`src/rtl/store_db_pkg.sv`:
```
// Shared types and constants for the deblocked-LCU store drain path.
package store_db_pkg;

    localparam int PIXEL_WIDTH = 8;
    localparam int WORD_W      = 32 * PIXEL_WIDTH;
    localparam int LUMA_WORDS  = 128;
    localparam int TOTAL_WORDS = 192;
    localparam int FIFO_DEPTH  = 2;

    typedef enum logic [1:0] {
        S_IDLE  = 2'd0,
        S_WAIT  = 2'd1,
        S_RUN   = 2'd2,
        S_DRAIN = 2'd3
    } state_t;

    // One buffered word: pixel data plus what is needed to rebuild its coordinates.
    typedef struct packed {
        logic [WORD_W-1:0] data;
        logic              sel;
        logic [5:0]        row;
        logic              half;
    } fifo_word_t;

    // Luma words fill 0..127 (two words per 64-sample row); chroma rows follow
    // as 64 interleaved u/v samples, again two words per row.
    function automatic fifo_word_t word_tag(input logic [7:0] addr,
                                            input logic [WORD_W-1:0] data);
        fifo_word_t w;
        w.data = data;
        w.sel  = (addr >= 8'(LUMA_WORDS));
        w.row  = w.sel ? {1'b0, addr[5:1]} : addr[6:1];
        w.half = addr[0];
        return w;
    endfunction

endpackage

```
`src/rtl/store_db_if.sv`:
```
// External-memory write port: one 32-sample word per valid/ready transfer.
interface store_db_if
    import store_db_pkg::*;
#(
    parameter int PIC_X_WIDTH = 8,
    parameter int PIC_Y_WIDTH = 8
) ();

    logic                   valid;
    logic                   ready;
    logic                   sel;
    logic [PIC_X_WIDTH+5:0] x;
    logic [PIC_Y_WIDTH+5:0] y;
    logic [WORD_W-1:0]      data;

    modport master (output valid, sel, x, y, data, input ready);
    modport slave  (input valid, sel, x, y, data, output ready);

endinterface

```
`src/rtl/store_db_fifo.sv`:
```
// Two-entry skid FIFO between the buffer read port and the write interface.
// The caller never pushes when full nor pops when empty.
module store_db_fifo
    import store_db_pkg::*;
(
    input  logic       clk,
    input  logic       rstn,
    input  logic       push,
    input  fifo_word_t push_word,
    input  logic       pop,
    output fifo_word_t head,
    output logic [1:0] count
);

    fifo_word_t mem [FIFO_DEPTH];
    logic       wr_ptr;
    logic       rd_ptr;

    // Storage and pointers; storage is cleared so the outputs read zero after reset.
    always_ff @(posedge clk or negedge rstn) begin
        if (!rstn) begin
            for (int i = 0; i < FIFO_DEPTH; i++) mem[i] <= '0;
            wr_ptr <= 1'b0;
            rd_ptr <= 1'b0;
            count  <= 2'd0;
        end else begin
            if (push) begin
                mem[wr_ptr] <= push_word;
                wr_ptr      <= ~wr_ptr;
            end
            if (pop) rd_ptr <= ~rd_ptr;
            count <= count + 2'(push) - 2'(pop);
        end
    end

    assign head = mem[rd_ptr];

endmodule

```
`src/rtl/store_db.sv`:
```
// Drains one finished LCU from the store buffer to external memory.
//
//   state   | meaning
//   --------+-----------------------------------------------------------
//   S_IDLE  | waiting for a start from the system controller
//   S_WAIT  | LCU accepted, waiting for the buffer to hold a finished LCU
//   S_RUN   | issuing buffer reads 0..191 as FIFO space allows
//   S_DRAIN | all reads issued, emptying FIFO; done pulses on last accept
module store_db
    import store_db_pkg::*;
#(
    parameter int PIC_X_WIDTH = 8,
    parameter int PIC_Y_WIDTH = 8
) (
    input  logic                   clk,
    input  logic                   rstn,
    input  logic                   sysif_start_i,
    input  logic [PIC_X_WIDTH-1:0] sysif_x_i,
    input  logic [PIC_Y_WIDTH-1:0] sysif_y_i,
    output logic                   sysif_done_o,
    input  logic                   store_ready_i,
    output logic                   store_en_o,
    output logic [7:0]             store_addr_o,
    input  logic [WORD_W-1:0]      store_data_i,
    output logic                   store_done_o,
    store_db_if.master             extif
);

    state_t                 state, state_nxt;
    logic                   done_nxt, done_q;
    logic [PIC_X_WIDTH-1:0] lcu_x;
    logic [PIC_Y_WIDTH-1:0] lcu_y;
    logic [7:0]             rd_a;
    logic [7:0]             rd_addr_q;
    logic                   inflight_q;
    logic                   pop;
    logic                   room;
    logic [2:0]             occ_after;
    logic [1:0]             fifo_count;
    fifo_word_t             head;
    fifo_word_t             push_word;

    assign pop        = extif.valid & extif.ready;
    // Occupancy once this cycle's pop leaves and the in-flight read lands.
    assign occ_after  = 3'(fifo_count) + 3'(inflight_q) - 3'(pop);
    assign room       = (occ_after < 3'(FIFO_DEPTH));
    assign store_en_o = (state == S_RUN) && room;
    assign store_addr_o = rd_a;
    assign push_word  = word_tag(rd_addr_q, store_data_i);

    store_db_fifo u_fifo (
        .clk       (clk),
        .rstn      (rstn),
        .push      (inflight_q),
        .push_word (push_word),
        .pop       (pop),
        .head      (head),
        .count     (fifo_count)
    );

    // Write-side view of the FIFO head; chroma rows are half as tall as luma.
    assign extif.valid = (fifo_count != 2'd0);
    assign extif.sel   = head.sel;
    assign extif.data  = head.data;
    assign extif.x     = {lcu_x, head.half, 5'b0};
    assign extif.y     = head.sel ? {1'b0, lcu_y, head.row[4:0]} : {lcu_y, head.row};

    // State register and registered done strobe.
    always_ff @(posedge clk or negedge rstn) begin
        if (!rstn) begin
            state  <= S_IDLE;
            done_q <= 1'b0;
        end else begin
            state  <= state_nxt;
            done_q <= done_nxt;
        end
    end

    // Next-state decode; done is raised on the DRAIN -> IDLE transition.
    always_comb begin
        state_nxt = state;
        done_nxt  = 1'b0;
        unique case (state)
            S_IDLE:  if (sysif_start_i) state_nxt = S_WAIT;
            S_WAIT:  if (store_ready_i) state_nxt = S_RUN;
            S_RUN:   if (store_en_o && (rd_a == 8'(TOTAL_WORDS - 1))) state_nxt = S_DRAIN;
            S_DRAIN: if (!inflight_q && (fifo_count == 2'd1) && pop) begin
                state_nxt = S_IDLE;
                done_nxt  = 1'b1;
            end
            default: state_nxt = S_IDLE;
        endcase
    end

    // LCU position capture, read address counter and in-flight read tracking.
    always_ff @(posedge clk or negedge rstn) begin
        if (!rstn) begin
            lcu_x      <= '0;
            lcu_y      <= '0;
            rd_a       <= 8'd0;
            rd_addr_q  <= 8'd0;
            inflight_q <= 1'b0;
        end else begin
            inflight_q <= store_en_o;
            if (store_en_o) begin
                rd_addr_q <= rd_a;
                rd_a      <= rd_a + 8'd1;
            end
            if ((state == S_IDLE) && sysif_start_i) begin
                lcu_x <= sysif_x_i;
                lcu_y <= sysif_y_i;
                rd_a  <= 8'd0;
            end
        end
    end

    assign store_done_o = done_q;
    assign sysif_done_o = done_q;

endmodule

```
`src/flat_wrapper.sv`:
```
// flat-port wrapper written by rule: the top's interface ports become plain ports
module store_db_flat import store_db_pkg::*;
#(
    parameter int PIC_X_WIDTH = 8,
    parameter int PIC_Y_WIDTH = 8
)
  (clk, rstn, sysif_start_i, sysif_x_i, sysif_y_i, sysif_done_o, store_ready_i, store_en_o, store_addr_o, store_data_i, store_done_o, extif_valid, extif_sel, extif_x, extif_y, extif_data, extif_ready);
  store_db_if #(.PIC_X_WIDTH(PIC_X_WIDTH), .PIC_Y_WIDTH(PIC_Y_WIDTH)) extif_i ();
  input  logic clk;
  input  logic rstn;
  input  logic sysif_start_i;
  input  logic [PIC_X_WIDTH-1:0] sysif_x_i;
  input  logic [PIC_Y_WIDTH-1:0] sysif_y_i;
  output logic sysif_done_o;
  input  logic store_ready_i;
  output logic store_en_o;
  output logic [7:0] store_addr_o;
  input  logic [WORD_W-1:0] store_data_i;
  output logic store_done_o;
  output wire logic [$bits(extif_i.valid)-1:0] extif_valid;
  output wire logic [$bits(extif_i.sel)-1:0] extif_sel;
  output wire logic [$bits(extif_i.x)-1:0] extif_x;
  output wire logic [$bits(extif_i.y)-1:0] extif_y;
  output wire logic [$bits(extif_i.data)-1:0] extif_data;
  input wire logic [$bits(extif_i.ready)-1:0] extif_ready;
  assign extif_valid = extif_i.valid;
  assign extif_sel = extif_i.sel;
  assign extif_x = extif_i.x;
  assign extif_y = extif_i.y;
  assign extif_data = extif_i.data;
  assign extif_i.ready = extif_ready;
  store_db #(.PIC_X_WIDTH(PIC_X_WIDTH), .PIC_Y_WIDTH(PIC_Y_WIDTH)) u_core (.clk(clk), .rstn(rstn), .sysif_start_i(sysif_start_i), .sysif_x_i(sysif_x_i), .sysif_y_i(sysif_y_i), .sysif_done_o(sysif_done_o), .store_ready_i(store_ready_i), .store_en_o(store_en_o), .store_addr_o(store_addr_o), .store_data_i(store_data_i), .store_done_o(store_done_o), .extif(extif_i));
endmodule
```
`config.mk`:
```
export PLATFORM = sky130hd
export DESIGN_NAME = store_db_flat
export DESIGN_NICKNAME = d
export VERILOG_FILES = /design/src/rtl/store_db_pkg.sv /design/src/rtl/store_db_if.sv /design/src/rtl/store_db_fifo.sv /design/src/rtl/store_db.sv /design/src/flat_wrapper.sv
export SDC_FILE = /design/constraint.sdc
export NUM_CORES = 1
export LEC_CHECK = 0
export BUFFER_PORTS_ARGS = -buffer_cell sky130_fd_sc_hd__buf_2
export CORE_MARGIN = 2
export CORE_UTILIZATION = 46
export CTS_BUF_LIST = sky130_fd_sc_hd__clkbuf_16
export CTS_CLUSTER_DIAMETER = 100
export DETAILED_ROUTE_END_ITERATION = 8
export GPL_TIMING_DRIVEN = 0
export PLACE_DENSITY = 0.74
export SLEW_MARGIN = 20
export SYNTH_ARGS = -nofsm -noshare
export SYNTH_HDL_FRONTEND = slang
export SYNTH_SLANG_ARGS = --single-unit
```
`constraint.sdc`:
```
create_clock -name clk -period 9.3 [get_ports clk]
set_clock_uncertainty 0.1 [all_clocks]
set_input_delay 0.93 -clock clk [delete_from_list [all_inputs] [get_ports clk]]
set_output_delay 0.93 -clock clk [all_outputs]
set_load 0.005 [all_outputs]
```
-- Word-level counts from Yosys, hierarchy flattened
Index checks and enable logic that the tools add are counted.
- $add $sub $neg: 5
- $lt $le $gt $ge: 5
- equal/unequal tests: 9
- multiplexer cells: 17
- bitwise operators: 5
- reductions and logical operators: 11
- operators by type and width (kind ; count):
    264-bit two-way mux ; 4
    528-bit bitwise mux ; 1
    264-bit demux with 1-bit select ; 1
    8-bit two-way mux ; 2
    14-bit two-way mux ; 1
    8-bit by 1-bit adder with 8-bit output, second input constant ; 1
    8-bit == test, second input constant ; 1
    8-bit greater-or-equal comparator, second input constant ; 1
    2-bit two-way mux ; 4
    2-bit one-hot mux with 4 select lines ; 1
    1-bit logical AND ; 6
    6-bit two-way mux ; 1
    2-bit inequality test, second input constant ; 3
    2-bit by 1-bit == test with 1-bit output, second input constant ; 2
    2-bit == test, second input constant ; 2
    2-bit greater-or-equal comparator, second input constant ; 2
    1-bit NOT with 2-bit output ; 2
    4-bit AND reduction ; 1
    2-bit nonzero test ; 2
    2-bit by 1-bit adder with 3-bit output ; 1
    3-bit by 2-bit < comparator with 1-bit output, second input constant ; 1
    3-bit by 1-bit subtractor with 3-bit output ; 1
    2-bit by 1-bit adder with 2-bit output ; 1
    2-bit logical NOT ; 1
    other kinds (7) ; 9
- register bits: 568
- bits of input ports: 277
- output and inout port bits: 297
- word-level logic and storage cells: 70

-- Longest topological paths before layout
- word-level depth: 8
- gate-level depth with buffers: 11
- mapped depth without buffers: 10

-- Hierarchy
Synthesis repeated with hierarchy kept, for this count alone.
- cells, all modules: 1600
- area total of the unflattened synthesis: 24616.1 um2
- modules (own cells, without submodules) (module ; instances ; cells an instance ; area each (um2) ; sequential area each (um2)):
    store_db_fifo ; 1 ; 1421 ; 22814.4 ; 13312.8
    store_db ; 1 ; 179 ; 1801.7 ; 900.9

-- Worst setup path after synthesis
OpenSTA, ideal clock, no wires.
- path type: input port to output port
- start point: input port extif_ready
- end point: output port store_en_o
- arrival time: 2.747 ns
- data required time: 8.270 ns
- setup slack: 5.523 ns
- cell stages on the path: 9
- path through: and2_1 -> ha_1 -> inv_1 -> ha_1 -> fa_1 -> xor2_1 -> nand2_1 -> clkbuf_1 -> inv_1
- word-level cells in the longest chain between the ends: 4
- ends and longest elaborated chain (element ; RTL line ; text):
    from (decl) ; flat_wrapper.sv:25 ; input wire logic [$bits(extif_i.ready)-1:0] extif_ready;
    1-bit bitwise AND ; store_db.sv:43 ; assign pop = extif.valid & extif.ready;
    3-bit by 1-bit subtractor with 3-bit output ; store_db.sv:45 ; assign occ_after = 3'(fifo_count) + 3'(inflight_q) - 3'(pop);
    3-bit by 2-bit < comparator with 1-bit output ; store_db.sv:46 ; assign room = (occ_after < 3'(FIFO_DEPTH));
    1-bit logical AND ; store_db.sv:47 ; assign store_en_o = (state == S_RUN) && room;
    to (decl) ; flat_wrapper.sv:16 ; output logic store_en_o;
Every way passes these cells.

-- Worst setup path after layout
- start point: register u_core.u_fifo.count[1]
- end point: output port store_en_o
- word-level cells in the longest chain between the ends: 5
- elaborated cells between the ends (all ways): 6
- those cells by class: add/sub (2); order compare (1); bitwise (1); reduce/logical (2)
- ends and longest elaborated chain (element ; RTL line ; text):
    from (decl) ; store_db_fifo.sv:12 ; output logic [1:0] count
    from (signal assigned) ; store_db_fifo.sv:32 ; count <= count + 2'(push) - 2'(pop);
    2-bit nonzero test ; store_db.sv:62 ; assign extif.valid = (fifo_count != 2'd0);
    1-bit bitwise AND ; store_db.sv:43 ;
    named net u_core.pop ; store_db.sv:36 ; logic pop;
    3-bit by 1-bit subtractor with 3-bit output ; store_db.sv:45 ;
    3-bit by 2-bit < comparator with 1-bit output ; store_db.sv:46 ;
    1-bit logical AND ; store_db.sv:47 ;
The timed path passes the listed nets, and every way through them passes these cells.

==> qor.csv <==
metric;value;unit
count of pins over their slew limit;0;
total vias in the final route;18200;
CP Data Arrival Time;3670;ps
most area-consuming cells after synthesis;dfrtp_1 58%, mux2_2 18%, nand2_1 12%;
post-synthesis cell type count;34;
Worst Reg-to-Reg Cells;10;
count of flip-flops with a built-in enable after synthesis;0;
Final #Nets;3047;
worst-path fanout max;10;
post-CTS clock slew at the launch and capture registers of the worst setup and hold paths;60;ps
share of power burned in registers;37.7;%
Remaining Overflow, GRT;0;
minimum clock period;4700;ps
Port-buffer cells;568;
vias in the first global route;19300;
part of the power in combinational logic;42.2;%
post-cts resize count;0;
result of the run;finished clean;
GRT busiest layer;met2;
via/cell ratio;5.17;
number of buffers inserted during clock tree synthesis;58;
reported max-cap violation count;0;
CP startpoint kind;flip-flop;
Clock Latency Late Sink;610;ps
leakage dissipation;15.1;nW
Slew headroom;22.8;%
synth-to-layout area growth;23.7;%
global-route met2 utilization;42.0;%
number of antenna violations at the first check in global routing;25;
proportion of synthesized flip-flops having asynchronous set or reset;100;%
worst voltage drop across the vdd grid;0.202;mV
Hold Violations, Final;0;
sequential share of the synthesized area;57.9;%
CTS tree;done;
I/O pin cnt;574;
GP Congestion;0.865;
Critical Setup Path Class;flip-flop to output pin;
total wire length;70300;um
reg-to-reg slack, setup;5810;ps
total track usage;25.2;%
worst path required time;8270;ps
Clk pwr share;20.1;%
Tot Pwr;0.0115;W
Synth area leader;dfrtp_1;
number of iterations in the first detailed-routing pass;5;
dominant register cell in the synthesized netlist;dfrtp_1;
clk sinks;568;
Antenna Nets Post-Route;0;
total net switching power;0.00407;W
DRC violations left;0;
slew at the pin with the worst max-slew slack;1160;ps
reg-to-reg critical path startpoint;u_core.u_fifo.count[1];
area share of the largest cell type after synthesis;57.9;%
Detailed Place HPWL;52000;um
capture instance of the worst register-to-register path;u_core.state[1];
row count;84;
Core Area;52700;um2
wire length of the first global-routing pass;110000;um
Longest Clk Path Bufs;3;
fraction of power spent switching nets;35.3;%
first-iteration detailed-routing DRC count;934;
Min-Delay Path Class;primary input to asynchronous set/reset pin;
unrepaired setup endpoints after global routing;false;
buffer type at the clock tree root;clkbuf_16;
Max Fclk;213;MHz
Die Span X;235;um
Post-Synthesis Cells;2123;
internal cell power;0.00745;W
H-tree depth reported by CTS;2;
warning count from the yosys run;0;
Post-Route Utilization;57.7;%
met1 track demand over resource in global routing;30.6;%
average size of a mapped cell;11.6;um2
die span in y;235;um
element type at the critical path end;output pin;
number of flip-flops and latches in the synthesized netlist;568;
met3 capacity usage during global routing;5.89;%
cts-stage hold buffer count;0;
wire length per cell after detailed routing;20.0;um
period utilisation layout;50.6;%
power per cell area;379;nW/um2
fraction of final layout cells with drive strength greater than 1;39.9;%
Setup Fix Bufs, Post-CTS;0;
final setup violating endpoints;0;
Starting Density;46.6;%
DIE AREA;55300;um2
largest net degree at the start of global routing;101;
combined area of all synthesized cells;24600;um2
## power by group through the flow
stage,clock network (W),logic [W],registers [W]
final,0.00232,0.00486,0.00434
after global routing,0.00246,0.00531,0.00448
after CTS,0.00236,0.00492,0.00432
after detailed placement,0,0.00488,0.00435
after global placement,0,0.00472,0.00425
after floorplan,0,0.00298,0.00414
## cells by family after synthesis
family | Yosys count | share of synthesized area, %
buf+inv | 139 | 2.51
mux | 558 | 25.6
fa+ha+maj | 9 | 0.489
flops | 568 | 57.9
xor+xnor | 11 | 0.392
other cells | 1 | 0.0153
compound gates | 8 | 0.219
simple gates | 829 | 12.9
## sequential cells by signal, summed over array words and instances, names as in the netlist
| name | flops |
|---|---|
| u_core.store_done_o | 1 |
| u_core.u_fifo.rd_ptr | 1 |
| u_core.lcu_y | 8 |
| u_core.u_fifo.mem | 528 |
| u_core.inflight_q | 1 |
| u_core.store_addr_o | 8 |
| u_core.rd_addr_q | 8 |
| u_core.state | 2 |
| u_core.u_fifo.count | 2 |
| u_core.lcu_x | 8 |
| u_core.u_fifo.wr_ptr | 1 |
## layer usage
metal | up-vias | part of all wire, %
met5 | - | 0.075
met1 | 9109 | 40
met3 | 178 | 6.2
met2 | 580 | 50
met4 | 10 | 4.5
li1 | 8279 | -
## area by class of cell
cell class / instances / area, um2
tap: 688 / 861
clock buffer: 58 / 1450
inverter: 11 / 41.3
multi-input combinational: 1420 / 9750
sequential: 568 / 14200
timing repair buffer: 574 / 3020
fill: 4296 / 22300
clock inverter: 49 / 423
buffer: 128 / 574
antenna: 18 / 45.0
## layout by cell type (no fill, tap or decap), types with 13 or more instances in the layout
cell type | synthesis | final
clkinv_1 | 0 | 13
dfrtp_1 | 568 | 568
clkbuf_1 | 63 | 63
diode_2 | 0 | 18
buf_2 | 57 | 624
mux2_1 | 158 | 158
mux2_2 | 398 | 398
clkbuf_16 | 0 | 58
nand2_1 | 797 | 797
inv_1 | 10 | 24
## synthesized netlist by cell type (2+ instances only)
master / instances
a21oi_1: 2
and2_1: 4
buf_1: 2
buf_2: 57
buf_4: 6
clkbuf_1: 63
dfrtp_1: 568
ha_1: 8
inv_1: 10
mux2_1: 158
mux2_2: 398
mux2i_1: 2
nand2_1: 797
nand2b_1: 4
nand3_1: 4
nor2_1: 9
nor4_1: 4
o21ai_0: 2
xnor2_1: 6
xor2_1: 5
## worst max path at each step
stage	startpoint	end	slack, ps	cells after the start
floorplan	extif_ready	store_en_o	5520	9
global placement	rstn	u_core.u_fifo.mem[190]	-3930	1
detailed placement	extif_ready	store_en_o	4930	11
CTS	u_core.u_fifo.count[1]	store_en_o	4530	11
global route	u_core.u_fifo.count[1]	store_en_o	4420	11
finish	u_core.u_fifo.count[1]	store_en_o	4600	11
## metrics by stage
step	cells	area, um2	setup slack [ps]	setup TNS [ps]	hold WS [ps]
6_report	3514	30400	4600	0	162
5_1_grt	3514	30400	4420	0	174
4_1_cts	3496	30300	4530	0	148
3_5_place_dp	3389	28500	4930	0	358
3_3_place_gp	3383	28300	-3930	-2195700	353
2_1_floorplan	2127	24600	5520	0	342
## worst max-delay path, stage by stage (launching register included)
cell and delay (ps):
dfrtp_1 430, or2_2 310, and2_1 190, ha_1 270
inv_1 30, ha_1 200, fa_1 440, xor2_1 210
nand2_1 150, clkbuf_1 500, inv_1 130, buf_2 200
(Power assumes the default switching activity.)
